[config.mk]
export PLATFORM = sky130hd
export DESIGN_NAME = wdemux_flat
export DESIGN_NICKNAME = d
export VERILOG_FILES = /design/src/rtl/wdemux_pkg.sv /design/src/rtl/wdemux_if.sv /design/src/rtl/wdemux_axi_frs.sv /design/src/rtl/wdemux.sv /design/src/flat_wrapper.sv
export SDC_FILE = /design/constraint.sdc
export NUM_CORES = 1
export LEC_CHECK = 0
export ABC_AREA = 1
export CORE_AREA = 2 2 174 176
export DETAILED_ROUTE_END_ITERATION = 10
export DIE_AREA = 0 0 176 178
export PLACE_DENSITY = 0.61
export SYNTH_ARGS = -nofsm -noshare
export SYNTH_HDL_FRONTEND = slang
export SYNTH_HIERARCHICAL = 1
export SYNTH_SLANG_ARGS = --single-unit
[constraint.sdc]
create_clock -name clk -period 5.1 [get_ports clk]
set_input_delay 0.51 -clock clk [delete_from_list [all_inputs] [get_ports clk]]
set_output_delay 0.51 -clock clk [all_outputs]
set_load 0.01 [all_outputs]
[src/rtl/wdemux_pkg.sv]
// ---------------------------------------------------------------------------
// wdemux_pkg
// Shared definitions for the CONV write-back demultiplexer:
//   - bit positions of the routing info word
//   - frame FSM state encoding
//   - RGB565 field widths used when packing SDRAM pixels
// ---------------------------------------------------------------------------
package wdemux_pkg;

   // Routing info layout: [4] ram_sel, [3] mem_sel (1 = SDRAM), [2:0] channel count
   localparam int RAM_SEL_BIT = 4;
   localparam int MEM_SEL_BIT = 3;
   localparam int CH_LSB      = 0;
   localparam int CH_W        = 3;

   // RGB565 field widths
   localparam int R_W = 5;
   localparam int G_W = 6;
   localparam int B_W = 5;

   // Frame FSM: IDLE waits for a frame start, BUSY is inside a multi-beat frame
   typedef enum logic {
      IDLE = 1'b0,
      BUSY = 1'b1
   } state_t;

endpackage

[src/rtl/wdemux_if.sv]
// ---------------------------------------------------------------------------
// wdemux_if
// Upstream result stream from the CONV engine into the write-back demux.
//   info          routing info, meaningful on the first beat of a frame
//   base_addr     frame start address, meaningful on the first beat
//   m_data        DN channels of DW bits, channel i at [i*DW +: DW]
//   m_data_first  first beat of a frame
//   m_data_last   last beat of a frame
//   m_data_valid  beat valid
//   m_data_ready  demux can accept the beat
// master: the engine side (drives the beat), slave: the demux side.
// ---------------------------------------------------------------------------
interface wdemux_if #(
   parameter int DW  = 8,
   parameter int DN  = 8,
   parameter int IFW = 5,
   parameter int AW  = 13
) ();

   logic [IFW-1:0]   info;
   logic [AW-1:0]    base_addr;
   logic [DN*DW-1:0] m_data;
   logic             m_data_first;
   logic             m_data_last;
   logic             m_data_valid;
   logic             m_data_ready;

   modport master (
      output info, base_addr, m_data, m_data_first, m_data_last, m_data_valid,
      input  m_data_ready
   );

   modport slave (
      input  info, base_addr, m_data, m_data_first, m_data_last, m_data_valid,
      output m_data_ready
   );

endinterface

[src/rtl/wdemux_axi_frs.sv]
// ---------------------------------------------------------------------------
// wdemux_axi_frs
// Full register slice (axi_frs) with a skid stage. Both the output valid/data
// and the upstream ready come straight from flops, so no combinational path
// crosses the slice in either direction, and it sustains one beat per cycle.
//   clk, rst     clock, synchronous active-high reset
//   in_data      upstream payload
//   in_valid     upstream valid
//   in_ready     upstream ready (low while the skid stage is occupied or in reset)
//   out_data     downstream payload, held while out_valid && !out_ready
//   out_valid    downstream valid
//   out_ready    downstream ready
// ---------------------------------------------------------------------------
module wdemux_axi_frs #(
   parameter int DW = 8
) (
   input  logic          clk,
   input  logic          rst,
   input  logic [DW-1:0] in_data,
   input  logic          in_valid,
   output logic          in_ready,
   output logic [DW-1:0] out_data,
   output logic          out_valid,
   input  logic          out_ready
);

   logic [DW-1:0] skid_data;
   logic          skid_valid;

   // Ready only depends on the skid flop; reset forces it low so nothing is
   // accepted in the cycle the reset is sampled.
   assign in_ready = !skid_valid && !rst;

   // The output register takes new data whenever it is empty or being drained.
   // A beat arriving while the output is stalled parks in the skid register,
   // which then refills the output as soon as the sink takes the current beat.
   always_ff @(posedge clk) begin
      if (rst) begin
         out_data   <= '0;
         out_valid  <= 1'b0;
         skid_data  <= '0;
         skid_valid <= 1'b0;
      end else if (!skid_valid) begin
         if (!out_valid || out_ready) begin
            out_valid <= in_valid;
            if (in_valid) begin
               out_data <= in_data;
            end
         end else if (in_valid) begin
            skid_valid <= 1'b1;
            skid_data  <= in_data;
         end
      end else if (out_ready) begin
         out_data   <= skid_data;
         skid_valid <= 1'b0;
      end
   end

endmodule

[src/rtl/wdemux.sv]
// ---------------------------------------------------------------------------
// wdemux
// Write-back demultiplexer behind the CONV engine. Each frame is steered to
// on-chip feature RAM (all DN channels, channel-masked) or to SDRAM
// (channels 0..2 packed as RGB565), with a running write address per beat.
// Each output path is buffered by a full register slice.
//   clk, rst                         clock, synchronous active-high reset
//   up                               upstream stream (wdemux_if.slave)
//   s_data0/s_ram_sel0/s_addr0       RAM write data, bank select, address
//   s_first0/s_last0/s_valid0        RAM framing and valid, s_ready0 ready
//   s_data1/s_addr1                  SDRAM pixel and address
//   s_first1/s_last1/s_valid1        SDRAM framing and valid, s_ready1 ready
//   err                              sticky framing-error flag
// Build option: WDEMUX_ROUND_EN selects round-to-nearest RGB565 packing
// (saturating); without it the channels are truncated.
// ---------------------------------------------------------------------------
module wdemux
   import wdemux_pkg::*;
#(
   parameter int DW  = 8,
   parameter int DN  = 8,
   parameter int DW1 = 16,
   parameter int IFW = 5,
   parameter int AW  = 13
) (
   input  logic             clk,
   input  logic             rst,
   wdemux_if.slave          up,
   output logic [DN*DW-1:0] s_data0,
   output logic             s_ram_sel0,
   output logic [AW-1:0]    s_addr0,
   output logic             s_first0,
   output logic             s_last0,
   output logic             s_valid0,
   input  logic             s_ready0,
   output logic [DW1-1:0]   s_data1,
   output logic [AW-1:0]    s_addr1,
   output logic             s_first1,
   output logic             s_last1,
   output logic             s_valid1,
   input  logic             s_ready1,
   output logic             err
);

   localparam int W0 = DN*DW + AW + 3;
   localparam int W1 = DW1 + AW + 2;

   state_t           state_q, state_d;
   logic [IFW-1:0]   info_q;
   logic [AW-1:0]    addr_q;
   logic             err_q;

   logic             is_start;
   logic [IFW-1:0]   cur_info;
   logic [AW-1:0]    cur_addr;
   logic             mem_sel;
   logic [CH_W-1:0]  ch_count;
   logic             accept;
   logic [DN*DW-1:0] masked;
   logic [R_W-1:0]   r_f;
   logic [G_W-1:0]   g_f;
   logic [B_W-1:0]   b_f;
   logic [DW1-1:0]   pixel;

   logic             rdy0, rdy1;
   logic [W0-1:0]    out0;
   logic [W1-1:0]    out1;

   // Reduce one channel to a w-bit field. Rounding adds the most significant
   // dropped bit and saturates so 8'hFF stays all-ones.
   function automatic logic [G_W-1:0] pack_field(input logic [DW-1:0] ch, input int w);
      int v;
      v = int'(ch) >> (DW - w);
`ifdef WDEMUX_ROUND_EN
      if (ch[DW-w-1]) begin
         v = v + 1;
      end
      if (v > (1 << w) - 1) begin
         v = (1 << w) - 1;
      end
`endif
      return G_W'(v);
   endfunction

   // A beat opens a frame when it carries first, or when it arrives in IDLE
   // without first (implicit start). Such beats use the live info/base_addr;
   // all others use the values latched at the frame start.
   assign is_start = up.m_data_first || (state_q == IDLE);
   assign cur_info = is_start ? up.info : info_q;
   assign cur_addr = is_start ? up.base_addr : addr_q + AW'(1);
   assign mem_sel  = cur_info[MEM_SEL_BIT];
   assign ch_count = cur_info[CH_LSB +: CH_W];

   // Upstream ready follows the slice the current beat is headed for.
   assign up.m_data_ready = mem_sel ? rdy1 : rdy0;
   assign accept          = up.m_data_valid && up.m_data_ready;

   // Channel mask: count 0 keeps every channel, otherwise only channels below count.
   always_comb begin
      masked = '0;
      for (int i = 0; i < DN; i++) begin
         if (ch_count == '0 || i < int'(ch_count)) begin
            masked[i*DW +: DW] = up.m_data[i*DW +: DW];
         end
      end
   end

   // RGB565 pack of channels 0..2 after masking.
   always_comb begin
      r_f   = R_W'(pack_field(masked[0*DW +: DW], R_W));
      g_f   = pack_field(masked[1*DW +: DW], G_W);
      b_f   = B_W'(pack_field(masked[2*DW +: DW], B_W));
      pixel = {r_f, g_f, b_f};
   end

   // Next frame state: any accepted beat decides the state from its last flag,
   // which covers normal frames, single-beat frames and restarted frames.
   always_comb begin
      state_d = state_q;
      if (accept) begin
         state_d = up.m_data_last ? IDLE : BUSY;
      end
   end

   // Frame context: latch info at every frame start, remember the address of
   // the last accepted beat, and flag first-in-BUSY or missing-first-in-IDLE.
   always_ff @(posedge clk) begin
      if (rst) begin
         state_q <= IDLE;
         info_q  <= '0;
         addr_q  <= '0;
         err_q   <= 1'b0;
      end else begin
         state_q <= state_d;
         if (accept) begin
            addr_q <= cur_addr;
            if (is_start) begin
               info_q <= up.info;
            end
            if ((up.m_data_first && state_q == BUSY) ||
                (!up.m_data_first && state_q == IDLE)) begin
               err_q <= 1'b1;
            end
         end
      end
   end

   assign err = err_q;

   wdemux_axi_frs #(.DW(W0)) u_ram_slice (
      .clk       (clk),
      .rst       (rst),
      .in_data   ({masked, cur_info[RAM_SEL_BIT], cur_addr, is_start, up.m_data_last}),
      .in_valid  (up.m_data_valid && !mem_sel),
      .in_ready  (rdy0),
      .out_data  (out0),
      .out_valid (s_valid0),
      .out_ready (s_ready0)
   );

   wdemux_axi_frs #(.DW(W1)) u_sdram_slice (
      .clk       (clk),
      .rst       (rst),
      .in_data   ({pixel, cur_addr, is_start, up.m_data_last}),
      .in_valid  (up.m_data_valid && mem_sel),
      .in_ready  (rdy1),
      .out_data  (out1),
      .out_valid (s_valid1),
      .out_ready (s_ready1)
   );

   assign {s_data0, s_ram_sel0, s_addr0, s_first0, s_last0} = out0;
   assign {s_data1, s_addr1, s_first1, s_last1}             = out1;

endmodule

[src/flat_wrapper.sv]
// flat-port wrapper written by rule: the top's interface ports become plain ports
module wdemux_flat import wdemux_pkg::*;
#(
   parameter int DW  = 8,
   parameter int DN  = 8,
   parameter int DW1 = 16,
   parameter int IFW = 5,
   parameter int AW  = 13
)
  (clk, rst, s_data0, s_ram_sel0, s_addr0, s_first0, s_last0, s_valid0, s_ready0, s_data1, s_addr1, s_first1, s_last1, s_valid1, s_ready1, err, up_info, up_base_addr, up_m_data, up_m_data_first, up_m_data_last, up_m_data_valid, up_m_data_ready);
  wdemux_if #(.DW(DW), .DN(DN), .IFW(IFW), .AW(AW)) up_i ();
  input  logic clk;
  input  logic rst;
  output logic [DN*DW-1:0] s_data0;
  output logic s_ram_sel0;
  output logic [AW-1:0] s_addr0;
  output logic s_first0;
  output logic s_last0;
  output logic s_valid0;
  input  logic s_ready0;
  output logic [DW1-1:0] s_data1;
  output logic [AW-1:0] s_addr1;
  output logic s_first1;
  output logic s_last1;
  output logic s_valid1;
  input  logic s_ready1;
  output logic err;
  input wire logic [$bits(up_i.info)-1:0] up_info;
  input wire logic [$bits(up_i.base_addr)-1:0] up_base_addr;
  input wire logic [$bits(up_i.m_data)-1:0] up_m_data;
  input wire logic [$bits(up_i.m_data_first)-1:0] up_m_data_first;
  input wire logic [$bits(up_i.m_data_last)-1:0] up_m_data_last;
  input wire logic [$bits(up_i.m_data_valid)-1:0] up_m_data_valid;
  output wire logic [$bits(up_i.m_data_ready)-1:0] up_m_data_ready;
  assign up_i.info = up_info;
  assign up_i.base_addr = up_base_addr;
  assign up_i.m_data = up_m_data;
  assign up_i.m_data_first = up_m_data_first;
  assign up_i.m_data_last = up_m_data_last;
  assign up_i.m_data_valid = up_m_data_valid;
  assign up_m_data_ready = up_i.m_data_ready;
  wdemux #(.DW(DW), .DN(DN), .DW1(DW1), .IFW(IFW), .AW(AW)) u_core (.clk(clk), .rst(rst), .up(up_i), .s_data0(s_data0), .s_ram_sel0(s_ram_sel0), .s_addr0(s_addr0), .s_first0(s_first0), .s_last0(s_last0), .s_valid0(s_valid0), .s_ready0(s_ready0), .s_data1(s_data1), .s_addr1(s_addr1), .s_first1(s_first1), .s_last1(s_last1), .s_valid1(s_valid1), .s_ready1(s_ready1), .err(err));
endmodule
==> results.cfg <==
[placement]
gp_congestion = 0.9449
hpwl_mm = 20.82
dpl_cell_area_um2 = 13790
port_buffers = 203

[global_routing]
first_global_vias = 10540
grt_first_pass_wirelength_mm = 53.13
grt_max_degree = 85
grt_usage = 0.2061
antenna_found_initial = 1
grt-ovfl-total = 0

[die]
rows = 63
io_pins = 204
core-area_um2 = 29400
die_x_um = 176
start_util = 0.3973
dieArea_um2 = 31330
dieHeight_um = 178

[outcome]
outcome = complete, no violations

[drt]
drc = 0
firstDrtPassIters = 5
vias = 11350
wirelength_met1_mm = 15.74
drtAntennaViolNets = 0
drtIter0Drc = 878
drt_wl_total_mm = 32.82
wl_per_cell_um = 13.28
viasPerCell = 4.593
dr_wl_met2_mm = 14.66
topRoutingLayerUsed = met4
wl_met3_mm = 1.710

[setup_path]
startpoint_type = input pin
cp.arrival_ps = 3740
cp_max_fo = 33
cp-startpoint = up_m_data_first
reg2reg_from = u_core/state_q$_SDFFE_PP0P_
end_kind = flop
critPathRequiredTime_ps = 5570
critical_path_class = input pin to flop

[power]
p_leak_uw = 0.007189
ir_drop_uv = 225.7
p_per_area_nw_per_um2 = 326.7

[logic_synthesis]
synth_flop_cell = dfxtp_1
ys_seq_area_frac = 0.4215
async_reset_ff_frac = 0
synthesis.area_um2 = 11680
synth_edf_count = 0
yosys.area.top_type = dfxtp_1
ys_ff_latch = 246
syn_inst = 1923
synthTopCellsByArea = dfxtp_1 42%, nand2_1 21%, nor2_1 16%
synth_nets = 2014
synth_area_per_cell_um2 = 6.075
synth_cell_types = 28
yosys.area.top_type_share = 0.4215
synth_warnings = 6

[final_layout]
fin_area_um2 = 14690
area_growth_pct = 25.76
final_util = 0.4997
final_cell_mix = 650 x nand2_1, 507 x nor2_1, 245 x dfxtp_1
nets = 2153
final_common_cell = nand2_1
drive_above_1_share = 0.03700

[clock_tree]
cts_made_buffers = 28
postCtsSetupBuffers = 0
clockBufferDepth = 3
cts_resized = 0
holdBufCountCts = 0
htreeDepth = 1
cts_tree = yes
clk_pin_slew_ps = 60
cts_sinks = 246
clk_latency_ps = 540
cts_root_buffer = clkbuf_16

[hold_path]
hp-class = flop to flop
min-delay-start = u_core/info_q[4]$_SDFFE_PP0P_

[timing]
hold_viol = 0
rsz0062_at_grt = no
worstMarginPinSlew_ps = 1038
period_share = 0.6402
fmax_mhz = 306.3
slew_headroom = 0.3079
setup_viol = 0
finalMaxSlewViolations = 0
min_period_ps = 3265
setup_tns_ps = 0
clock_skew_ps = 10.47

[flow_run]
maxCapViolations = 0
worst max-delay path, cell delays in order:
cell and delay, ps:
clkdlybuf4s50_1 450, inv_1 40, ha_1 300, inv_2 290
nand2_1 100, nand2_1 110, inv_1 60, nor2_1 170
inv_1 120, nor2_4 110, nand2_2 350, inv_1 880
nor2_1 90, nor2_1 130
synth_stat cells, types with 2 or more instances:
| library cell | instances |
|---|---|
| nor2_1 | 507 |
| dfxtp_1 | 246 |
| nand4_1 | 4 |
| o21a_1 | 2 |
| o211ai_1 | 2 |
| buf_4 | 11 |
| nand3_1 | 22 |
| inv_2 | 7 |
| xor2_1 | 2 |
| or2_2 | 2 |
| buf_2 | 28 |
| o21ai_0 | 122 |
| inv_1 | 208 |
| a21oi_1 | 24 |
| clkbuf_1 | 55 |
| nand2_1 | 651 |
| nand2_2 | 4 |
| buf_6 | 8 |
| o21ai_2 | 3 |
| ha_1 | 2 |
| buf_1 | 6 |
flip-flops by register name (all words and copies together) (netlist names):
register and flops:
u_core/u_ram_slice/out_data 80, u_core/u_ram_slice/skid_data 80, u_core/u_sdram_slice/out_data 31, u_core/u_sdram_slice/skid_data 31, u_core/addr_q 13, u_core/info_q 5, u_core/err 1, u_core/state_q 1
u_core/u_ram_slice/out_valid 1, u_core/u_ram_slice/skid_valid 1, u_core/u_sdram_slice/out_valid 1, u_core/u_sdram_slice/skid_valid 1
logic make-up after synthesis:
| family | Yosys count | share of synthesized area |
|---|---|---|
| adder cells (fa/ha/maj) | 2 | 0.002142 |
| buffers and inverters | 324 | 0.1158 |
| AND/OR/NAND/NOR | 1194 | 0.3907 |
| XOR/XNOR | 2 | 0.001500 |
| flip-flops | 246 | 0.4215 |
| AO/OA/AOI/OAI | 155 | 0.06833 |
layer usage:
metal  vias up  GRT usage
met3        38    0.02749
met2       272     0.3401
met4         0    0.05372
met5         -          0
li1       5974          -
met1      5070     0.2848
cell type report:
cell class | count | area (um^2)
fill | 3016 | 14710
multi-input combinational | 1353 | 5415
sequential | 246 | 4928
timing repair buffer | 217 | 2150
clock buffer | 42 | 834.6
inverter | 216 | 813.3
tap | 390 | 488.0
clock inverter | 7 | 60.06
antenna | 1 | 2.502
power breakdown:
part	leakage, uW	internal, uW	switching (uW)
Combinational	0.00473	330	416
Clock	0.000446	1170	797
Sequential	0.00201	2030	63.6
final timing paths:
check	cells after the start	to	slack (ps)
setup / recovery	14	u_core/u_sdram_slice/skid_data[2]$_SDFFE_PP0P_	1830
hold / removal	2	u_core/info_q[4]$_SDFFE_PP0P_	460
setup reg to reg	12	u_core/u_sdram_slice/skid_data[2]$_SDFFE_PP0P_	2000
hold reg to reg	2	u_core/info_q[4]$_SDFFE_PP0P_	460
stage by stage:
stage          power [uW]  hold WS, ps  setup WS, ps  cells
2_1_floorplan        2549        424.2          2978   1923
3_5_place_dp         2876        456.2          1260   2422
6_report             4800        459.5          1835   2472
3_3_place_gp         2869        452.9          1398   2422
5_1_grt              5041        494.2          1530   2472
4_1_cts              4864        464.0          1820   2471
Note: power is estimated with default switching activity, not from simulation.
